## config.mk

```make
export PLATFORM = sky130hd
export DESIGN_NAME = array_eyeriss_feeder
export DESIGN_NICKNAME = d
export VERILOG_FILES = /design/src/rtl/array_eyeriss_feeder.sv
export SDC_FILE = /design/constraint.sdc
export NUM_CORES = 1
export LEC_CHECK = 0
export ABC_AREA = 0
export CAP_MARGIN = 40
export CORE_AREA = 2 2 709 711
export DETAILED_ROUTE_END_ITERATION = 16
export DIE_AREA = 0 0 711 713
export SLEW_MARGIN = 15
export SYNTH_ARGS = -nofsm -noshare
export SYNTH_HDL_FRONTEND = slang
export SYNTH_SLANG_ARGS = --single-unit
```

## constraint.sdc

```tcl
create_clock -name clk -period 5.5 [get_ports clk]
set_input_delay 1.1 -clock clk [delete_from_list [all_inputs] [get_ports clk]]
set_output_delay 1.1 -clock clk [all_outputs]
set_load 0.005 [all_outputs]
```

## src/rtl/array_eyeriss_feeder.sv

```systemverilog
// ----------------------------------------------------------------------------
// array_eyeriss_feeder
//
// Tile sequencer and stream front-end for an Eyeriss-style systolic array.
// Unskewed per-step ifm/weight vectors come in over a valid/ready handshake.
// The block launches them into the array's row and column ports with one
// cycle of skew per lane, waits for the wavefront to flush, and then drains
// HEIGHT result rows from the array's ofm port onto an output stream.
//
// Sequence per tile: IDLE -> CLR (1 cycle) -> FEED (cfg_k accepts)
//                    -> FLUSH (HEIGHT+WIDTH cycles) -> DRAIN (HEIGHT beats)
//
// Compile-time option:
//   ARRAY_FEEDER_SKEW_EN  defined   : internal skew shift registers; row h
//                                     and column w see a launch h / w cycles
//                                     after the accept.
//                         undefined : every lane is driven straight from the
//                                     launch in the accept cycle (the caller
//                                     pre-skews its data).
//
// Ports:
//   clk, rst_n            clock, asynchronous active-low reset
//   start, cfg_k          begin a tile with cfg_k accumulation steps (IDLE only)
//   busy, done            not-IDLE flag, one-cycle end-of-tile pulse
//   in_valid, in_ready    step handshake
//   in_ifm, in_wght       unskewed step vectors (HEIGHT / WIDTH lanes)
//   arr_en_i, arr_clr_i   per-row enable / clear to the array
//   arr_ifm               per-row operand to the array
//   arr_en_w, arr_clr_w   per-column enable / clear to the array
//   arr_wght              per-column operand to the array
//   arr_en_o, arr_clr_o   output-chain shift enable / clear to the array
//   arr_ofm               array row-0 column results
//   out_valid, out_ready  result handshake
//   out_ofm               one drained result row
// ----------------------------------------------------------------------------
module array_eyeriss_feeder #(
    parameter int HEIGHT = 12,
    parameter int WIDTH  = 14,
    parameter int IWIDTH = 16,
    parameter int OWIDTH = 32,
    parameter int KW     = 16
) (
    input  logic                                  clk,
    input  logic                                  rst_n,
    input  logic                                  start,
    input  logic [KW-1:0]                         cfg_k,
    output logic                                  busy,
    output logic                                  done,
    input  logic                                  in_valid,
    output logic                                  in_ready,
    input  logic signed [HEIGHT-1:0][IWIDTH-1:0]  in_ifm,
    input  logic signed [WIDTH-1:0][IWIDTH-1:0]   in_wght,
    output logic [HEIGHT-1:0]                     arr_en_i,
    output logic [HEIGHT-1:0]                     arr_clr_i,
    output logic signed [HEIGHT-1:0][IWIDTH-1:0]  arr_ifm,
    output logic [WIDTH-1:0]                      arr_en_w,
    output logic [WIDTH-1:0]                      arr_clr_w,
    output logic signed [WIDTH-1:0][IWIDTH-1:0]   arr_wght,
    output logic [WIDTH-1:0]                      arr_en_o,
    output logic [WIDTH-1:0]                      arr_clr_o,
    input  logic signed [WIDTH-1:0][OWIDTH-1:0]   arr_ofm,
    output logic                                  out_valid,
    input  logic                                  out_ready,
    output logic signed [WIDTH-1:0][OWIDTH-1:0]   out_ofm
);

    // ------------------------------------------------------------------
    // Local constants
    // ------------------------------------------------------------------
    localparam int FLUSH_LEN = HEIGHT + WIDTH;
    localparam int FW        = $clog2(FLUSH_LEN + 1);
    localparam int DW        = $clog2(HEIGHT + 1);

    localparam logic [FW-1:0] FLUSH_LAST = FW'(FLUSH_LEN - 1);
    localparam logic [DW-1:0] BEAT_LAST  = DW'(HEIGHT - 1);

    typedef enum logic [2:0] {
        ST_IDLE,
        ST_CLR,
        ST_FEED,
        ST_FLUSH,
        ST_DRAIN
    } state_t;

    // ------------------------------------------------------------------
    // State
    // ------------------------------------------------------------------
    state_t          state;
    logic [KW-1:0]   k_cnt;      // accepted steps in this tile
    logic [KW-1:0]   k_last;     // cfg_k - 1, latched at start
    logic [FW-1:0]   flush_cnt;
    logic [DW-1:0]   beat_cnt;

    logic            accept;     // step handshake completes this cycle
    logic            beat;       // result handshake completes this cycle

    assign accept = in_valid & in_ready;
    assign beat   = out_valid & out_ready;

    // ------------------------------------------------------------------
    // Tile sequencer. in_ready / out_valid / done are registered and
    // move together with the state so no output depends on a decode of
    // the next state.
    // ------------------------------------------------------------------
    // NOTE: sequential state uses non-blocking assignments so every flop
    // samples pre-edge values regardless of statement order.
    always_ff @(posedge clk or negedge rst_n) begin
        if (!rst_n) begin
            state     <= ST_IDLE;
            k_cnt     <= '0;
            k_last    <= '0;
            flush_cnt <= '0;
            beat_cnt  <= '0;
            in_ready  <= 1'b0;
            out_valid <= 1'b0;
            done      <= 1'b0;
        end else begin
            done <= 1'b0;
            unique case (state)
                ST_IDLE: begin
                    // A zero-step tile has nothing to accumulate: ignore it.
                    if (start && (cfg_k != '0)) begin
                        k_last <= cfg_k - 1'b1;
                        k_cnt  <= '0;
                        state  <= ST_CLR;
                    end
                end

                ST_CLR: begin
                    in_ready <= 1'b1;
                    state    <= ST_FEED;
                end

                ST_FEED: begin
                    if (accept) begin
                        if (k_cnt == k_last) begin
                            // k stops at cfg_k-1; it is never incremented
                            // past the last step, so cfg_k = 2^KW-1 is safe.
                            in_ready  <= 1'b0;
                            flush_cnt <= '0;
                            state     <= ST_FLUSH;
                        end else begin
                            k_cnt <= k_cnt + 1'b1;
                        end
                    end
                end

                ST_FLUSH: begin
                    // Long enough for the last skewed step to reach the far
                    // corner of the array and for its result to settle.
                    if (flush_cnt == FLUSH_LAST) begin
                        out_valid <= 1'b1;
                        beat_cnt  <= '0;
                        state     <= ST_DRAIN;
                    end else begin
                        flush_cnt <= flush_cnt + 1'b1;
                    end
                end

                ST_DRAIN: begin
                    if (beat) begin
                        if (beat_cnt == BEAT_LAST) begin
                            out_valid <= 1'b0;
                            done      <= 1'b1;
                            state     <= ST_IDLE;
                        end else begin
                            beat_cnt <= beat_cnt + 1'b1;
                        end
                    end
                end

                default: state <= ST_IDLE;
            endcase
        end
    end

    assign busy = (state != ST_IDLE);

    // ------------------------------------------------------------------
    // Output chain control and result stream.
    // The output chain only shifts on an accepted beat, so arr_ofm (and
    // therefore out_ofm) stays put while the consumer stalls.
    // ------------------------------------------------------------------
    assign arr_clr_o = {WIDTH{state == ST_CLR}};
    assign arr_en_o  = {WIDTH{beat}};
    assign out_ofm   = out_valid ? arr_ofm : '0;

    // ------------------------------------------------------------------
    // Launch point: what lane 0 sees this cycle. Operands are held at the
    // last accepted value during bubbles so the array inputs do not toggle
    // needlessly while enables are low.
    // ------------------------------------------------------------------
    logic                                 launch_en;
    logic                                 launch_clr;
    logic signed [HEIGHT-1:0][IWIDTH-1:0] launch_ifm;
    logic signed [WIDTH-1:0][IWIDTH-1:0]  launch_wght;
    logic signed [HEIGHT-1:0][IWIDTH-1:0] held_ifm;
    logic signed [WIDTH-1:0][IWIDTH-1:0]  held_wght;

    always_ff @(posedge clk or negedge rst_n) begin
        if (!rst_n) begin
            held_ifm  <= '0;
            held_wght <= '0;
        end else if (accept) begin
            held_ifm  <= in_ifm;
            held_wght <= in_wght;
        end
    end

    // Only the first step of a tile clears the accumulators, replacing the
    // stale partial sums with the first product.
    assign launch_en   = accept;
    assign launch_clr  = accept && (k_cnt == '0);
    assign launch_ifm  = accept ? in_ifm  : held_ifm;
    assign launch_wght = accept ? in_wght : held_wght;

`ifdef ARRAY_FEEDER_SKEW_EN
    // ------------------------------------------------------------------
    // Skew: lane n is the launch delayed by n cycles through its own
    // shift register of depth n; lane 0 is taken straight from the launch.
    // ------------------------------------------------------------------
    for (genvar h = 0; h < HEIGHT; h++) begin : g_row
        if (h == 0) begin : g_direct
            assign arr_en_i[0]  = launch_en;
            assign arr_clr_i[0] = launch_clr;
            assign arr_ifm[0]   = launch_ifm[0];
        end else begin : g_skew
            logic [h-1:0]             en_sr;
            logic [h-1:0]             clr_sr;
            logic [h-1:0][IWIDTH-1:0] dat_sr;

            // NOTE: skew stages are reset so a tile aborted by rst_n cannot
            // leave stray enables/clears marching into the array afterwards.
            always_ff @(posedge clk or negedge rst_n) begin
                if (!rst_n) begin
                    en_sr  <= '0;
                    clr_sr <= '0;
                    dat_sr <= '0;
                end else begin
                    en_sr[0]  <= launch_en;
                    clr_sr[0] <= launch_clr;
                    dat_sr[0] <= launch_ifm[h];
                    for (int i = 1; i < h; i++) begin
                        en_sr[i]  <= en_sr[i-1];
                        clr_sr[i] <= clr_sr[i-1];
                        dat_sr[i] <= dat_sr[i-1];
                    end
                end
            end

            assign arr_en_i[h]  = en_sr[h-1];
            assign arr_clr_i[h] = clr_sr[h-1];
            assign arr_ifm[h]   = dat_sr[h-1];
        end
    end

    for (genvar w = 0; w < WIDTH; w++) begin : g_col
        if (w == 0) begin : g_direct
            assign arr_en_w[0]  = launch_en;
            assign arr_clr_w[0] = launch_clr;
            assign arr_wght[0]  = launch_wght[0];
        end else begin : g_skew
            logic [w-1:0]             en_sr;
            logic [w-1:0]             clr_sr;
            logic [w-1:0][IWIDTH-1:0] dat_sr;

            always_ff @(posedge clk or negedge rst_n) begin
                if (!rst_n) begin
                    en_sr  <= '0;
                    clr_sr <= '0;
                    dat_sr <= '0;
                end else begin
                    en_sr[0]  <= launch_en;
                    clr_sr[0] <= launch_clr;
                    dat_sr[0] <= launch_wght[w];
                    for (int i = 1; i < w; i++) begin
                        en_sr[i]  <= en_sr[i-1];
                        clr_sr[i] <= clr_sr[i-1];
                        dat_sr[i] <= dat_sr[i-1];
                    end
                end
            end

            assign arr_en_w[w]  = en_sr[w-1];
            assign arr_clr_w[w] = clr_sr[w-1];
            assign arr_wght[w]  = dat_sr[w-1];
        end
    end
`else
    // ------------------------------------------------------------------
    // No internal skew: every lane sees the launch in the accept cycle.
    // ------------------------------------------------------------------
    assign arr_en_i  = {HEIGHT{launch_en}};
    assign arr_clr_i = {HEIGHT{launch_clr}};
    assign arr_ifm   = launch_ifm;
    assign arr_en_w  = {WIDTH{launch_en}};
    assign arr_clr_w = {WIDTH{launch_clr}};
    assign arr_wght  = launch_wght;
`endif

endmodule

```

# Word level (Yosys, flattened, before mapping)

Cells that the tools add are included.

Register bits: 463
Input port bits: 885
Output and inout bits: 948
Logic and storage cells: 105

$add $sub $neg: 4
Equality and inequality tests: 16
Multiplexer cells: 32
Bitwise logic cells: 2
Reduce and logical (&&, ||, !) cells: 17

Operators with widths:

| kind                                                                  | number |
|---|---|
| 448-bit two-way mux                                                   | 1 |
| 224-bit two-way mux                                                   | 1 |
| 192-bit two-way mux                                                   | 1 |
| 16-bit two-way mux                                                    | 3 |
| 16-bit one-hot mux with 2 select lines                                | 1 |
| 3-bit two-way mux                                                     | 6 |
| 2-bit != test (second input constant)                                 | 9 |
| 16-bit by 1-bit adder with 16-bit output (second input constant)      | 1 |
| 16-bit == test                                                        | 1 |
| 16-bit zero test                                                      | 1 |
| 4-bit AND reduction                                                   | 4 |
| 16-bit nonzero test                                                   | 1 |
| 16-bit by 1-bit subtractor with 16-bit output (second input constant) | 1 |
| 5-bit two-way mux                                                     | 3 |
| 3-bit one-hot mux with 5 select lines                                 | 1 |
| 4-bit two-way mux                                                     | 3 |
| 5-bit one-hot mux with 2 select lines                                 | 1 |
| 1-bit two-way mux                                                     | 8 |
| 4-bit one-hot mux with 2 select lines                                 | 1 |
| 2-bit nonzero test                                                    | 4 |
| 3-bit by 2-bit == test with 1-bit output (second input constant)      | 2 |
| 6-bit AND reduction                                                   | 1 |
| 5-bit by 1-bit adder with 5-bit output (second input constant)        | 1 |
| 5-bit == test (second input constant)                                 | 1 |
| 11 further kinds                                                      | 14 |

# Longest topological paths before layout

Depth in word-level cells: 4
Gate-level depth with buffers: 8
Mapped depth without buffers: 7

# Worst setup path after synthesis

No wires, ideal clock.

Path type: input-to-output
Start point: input in_valid
End point: output arr_clr_i[0]
Arrival time: 4.156 ns
Required time: 4.400 ns
Setup slack: 0.244 ns
Stages on the path: 6
Buffers on the path: 2
Cell sequence: nand2_1 -> inv_1 -> clkbuf_1 -> nand4_1 -> nor4b_1 -> buf_4

Cells in the longest elaborated chain, start to end: 2

RTL lines:

| element           | RTL line | text |
|---|---|---|
| start, declared   | 49       | `input logic in_valid,` |
| 1-bit AND         | 97       | `assign accept = in_valid & in_ready;` |
| 1-bit logical AND | 213      | `assign launch_clr = accept && (k_cnt == '0);` |
| end, declared     | 54       | `output logic [HEIGHT-1:0] arr_clr_i,` |

Every way passes these cells.

==> summary.txt <==
Run status
  – Status: finished, final reports clean

STA
  – Worst Skew: roughly 43 ps
  – Final Hold Fails: 0
  – Final setup TNS: 0 ps
  – Slew HR: 0.397
  – Max-slew violation count: 0
  – Worst Tran Pin Value: about 910 ps
  – F_max: about 210 MHz
  – RSZ-0062 raised after global routing: false
  – Fin crit share: 0.866
  – Final Critical Period: roughly 4800 ps
  – Final Worst Setup Slack: 739 ps
  – Setup Viol. Count Final: 0

Die
  – Die height: just over 700 um
  – Die outline area: a little over 500000 um^2
  – Row Count: 260
  – Initial Utilization: 0.0441
  – IO Pins: ~1800
  – Core ar.: between 400000 and 500000 um^2
  – Die Width: 711 um

Synth
  – Yosys top cell by area: dfrtp_1
  – Ys flop type: dfrtp_1
  – Syn Area/Cell: between 8 and 9 um^2
  – Synth cell types: between 50 and 60
  – Syn. warnings: 0
  – Top cell type's share of synthesized area: 0.526
  – #FFs+latches synth: 463
  – Synth Net Count: 3555
  – Post-Syn Area: around 22000 um^2
  – Number of synthesized flops with an enable pin: 0
  – Asr flop ratio synth: 1.00
  – Top cells by area in the synthesized netlist: dfrtp_1 53%, nand2_1 22%, and2_1 13%
  – Post-synthesis sequential area ratio: 0.526
  – Mapped Cells: 2663

Global route
  – Overflow left after global routing: 0
  – Largest net degree at the start of global routing: roughly 190
  – Vias in the first global route: between 20000 and 30000
  – First-pass GRT wire length: 484 mm
  – Initial antenna violation count: 528
  – GRT Total Usage: 0.162

Setup path
  – CP peak stage delay: 520 ps
  – Worst Path Required: ~4400 ps
  – CP endpoint kind: output pin
  – Kind of critical path: input port to output pin
  – Critical path arrival: ~3700 ps
  – CP cell instances: clkdlybuf4s50_1 > nand2_4 > buf_12 > buf_4 > nand2_1 > nand2_1 > clkdlybuf4s50_1
  – Crit-path slowest cell: clkdlybuf4s50_1
  – Top fanout value on the critical path: 95
  – Setup crit start kind: input port

Clock tree
  – Post-CTS sizing: 0
  – Number of buffers on the longest clock path: 3
  – Clock slew at reported path FFs: 100 ps
  – CTS buffer count: a little under 60
  – Root Driver: clkbuf_16
  – TritonCTS clock tree: yes
  – Setup bufs post-CTS: 0
  – Hold-fix buffers at CTS: 0
  – Clock Latency Late Sink: slightly below 800 ps
  – Clk sinks: 463
  – H-Tree Depth: 2

Place
  – Setup WS pre-CTS: 737 ps
  – HPWL after DPL: roughly 400 mm
  – Final GP Congestion: 0.911
  – Count of port buffers added during placement: about 1800

Routing
  – Antenna-violating nets left: 0
  – Routed via count: ~28000
  – DRC viols: 0
  – Post-DR vias/cell: approximately 2.5
  – Final WL: between 400 and 500 mm
  – Initial DRC Count: around 1700
  – Pre-antenna DRT Iters: 6
  – DR WL/cell: 38.0 um

Power
  – Max IR drop VDD: slightly below 0.3 mV
  – Total power: ~0.02 W
  – P_leak: between 15 and 20 nW
  – Power density cells: 401 nW/um^2

Cells and area
  – Layout cells sized above 1: 0.0865
  – Area grow syn2layout: 132%
  – Fin nets: 5261
  – Filler Cells Inserted: between 50000 and 60000

Min path
  – Hold WC Path Type: input port to async pin

Run
  – Max-cap violations: 0
==> metrics by stage <==
step / hold WS, ps / util / instance area [um^2] / cells
2_1_floorplan: 462 / - / 22000 / 2663
3_3_place_gp: 453 / 0.0972 / 48600 / 10970
6_report: 292 / 0.102 / 51200 / 11173
4_1_cts: 233 / 0.102 / 51000 / 11099
5_1_grt: 297 / 0.102 / 51100 / 11143
3_5_place_dp: 458 / 0.0980 / 49000 / 10990
==> path summary, 6_finish.rpt <==
path,cells after the start,end,start,slack [ps]
max,7,arr_ifm[14],in_valid,740
min,1,held_wght[8],rst_n,290
max reg2reg,5,k_cnt[1],k_cnt[3],2950
min reg2reg,2,held_wght[210],held_wght[210],470
max in group asynchronous,2,state[2],rst_n,3830
min in group clk,2,held_wght[210],held_wght[210],470
==> final cells by class <==
| type | count | area [um^2] | share of cell area |
|---|---|---|---|
| diodes | 74 | 185 | 0.00362 |
| clock buffers | 74 | 1620 | 0.0317 |
| clock inverters | 35 | 375 | 0.00734 |
| inverters | 15 | 63.8 | 0.00125 |
| multi-input cells | 1944 | 9120 | 0.178 |
| flip-flops and latches | 463 | 11600 | 0.227 |
| well taps | 6681 | 8360 | 0.163 |
| repair buffers | 1887 | 19800 | 0.388 |
==> layer usage <==
layer | GRT usage | vias to the layer above | routed length [um]
li1 | - | 11615 | -
met1 | 0.160 | 12715 | 144000
met2 | 0.286 | 2116 | 209000
met3 | 0.0908 | 1019 | 53800
met4 | 0.0494 | 84 | 17800
met5 | 0 | - | 533
==> Yosys cell counts, drive strengths merged, types with 7 or more instances <==
| master | instances |
|---|---|
| nand2 | 1294 |
| dfrtp | 463 |
| and2 | 450 |
| buf | 131 |
| clkbuf | 110 |
| o21ai | 25 |
| xor2 | 25 |
| nand3 | 18 |
| nor4 | 18 |
| inv | 15 |
| nor2 | 14 |
| nor3 | 11 |
| ha | 7 |
| nand4 | 7 |
| xnor2 | 7 |
==> layout by cell type, fill, tap and decap left out, types with 11 or more instances in the layout <==
cell type and instances:
diode_2 74, nand2_1 1291, and2_1 450, clkbuf_8 11
clkbuf_16 58, nor3_1 11, xor2_1 25, dfrtp_1 462
nor4_1 13, inv_1 14, o21ai_0 21, clkdlybuf4s50_1 1626
buf_4 131, buf_12 109, nor2_1 14, nand3_1 18
buf_8 14
==> where the power goes <==
part	total [W]	switching (W)	internal, W
Sequential	0.00541	0.000473	0.00493
Combinational	0.0109	0.00615	0.00474
Clock	0.00423	0.00197	0.00227
Total	0.0205	0.00859	0.0119
==> flip-flops by register name, indices dropped and copies added, names as in the netlist <==
name and count:
beat_cnt 4, flush_cnt 5, state 3, in_ready 1
held_wght 224, k_last 16, done 1, out_valid 1
k_cnt 16, held_ifm 192
==> worst max-delay path: cells and delay by family <==
family / cells / cell delay (ps)
buffers and inverters: 4 / 1840
and+or+nand+nor: 3 / 470
==> kinds of logic (layout without fill, tap and decap cells) <==
family	after synthesis	after routing	share of synthesized area
and+or+nand+nor	1835	1835	0.374
DFF	463	463	0.526
buffers and inverters	256	2011	0.0610
AOI/OAI and AO/OA	66	66	0.0207
xor gates and xnor gates	32	32	0.0127
adders and majority gates	7	7	0.00397
muxes	4	4	0.00193
other	0	74	0
Note: power is estimated with default switching activity, not from simulation.
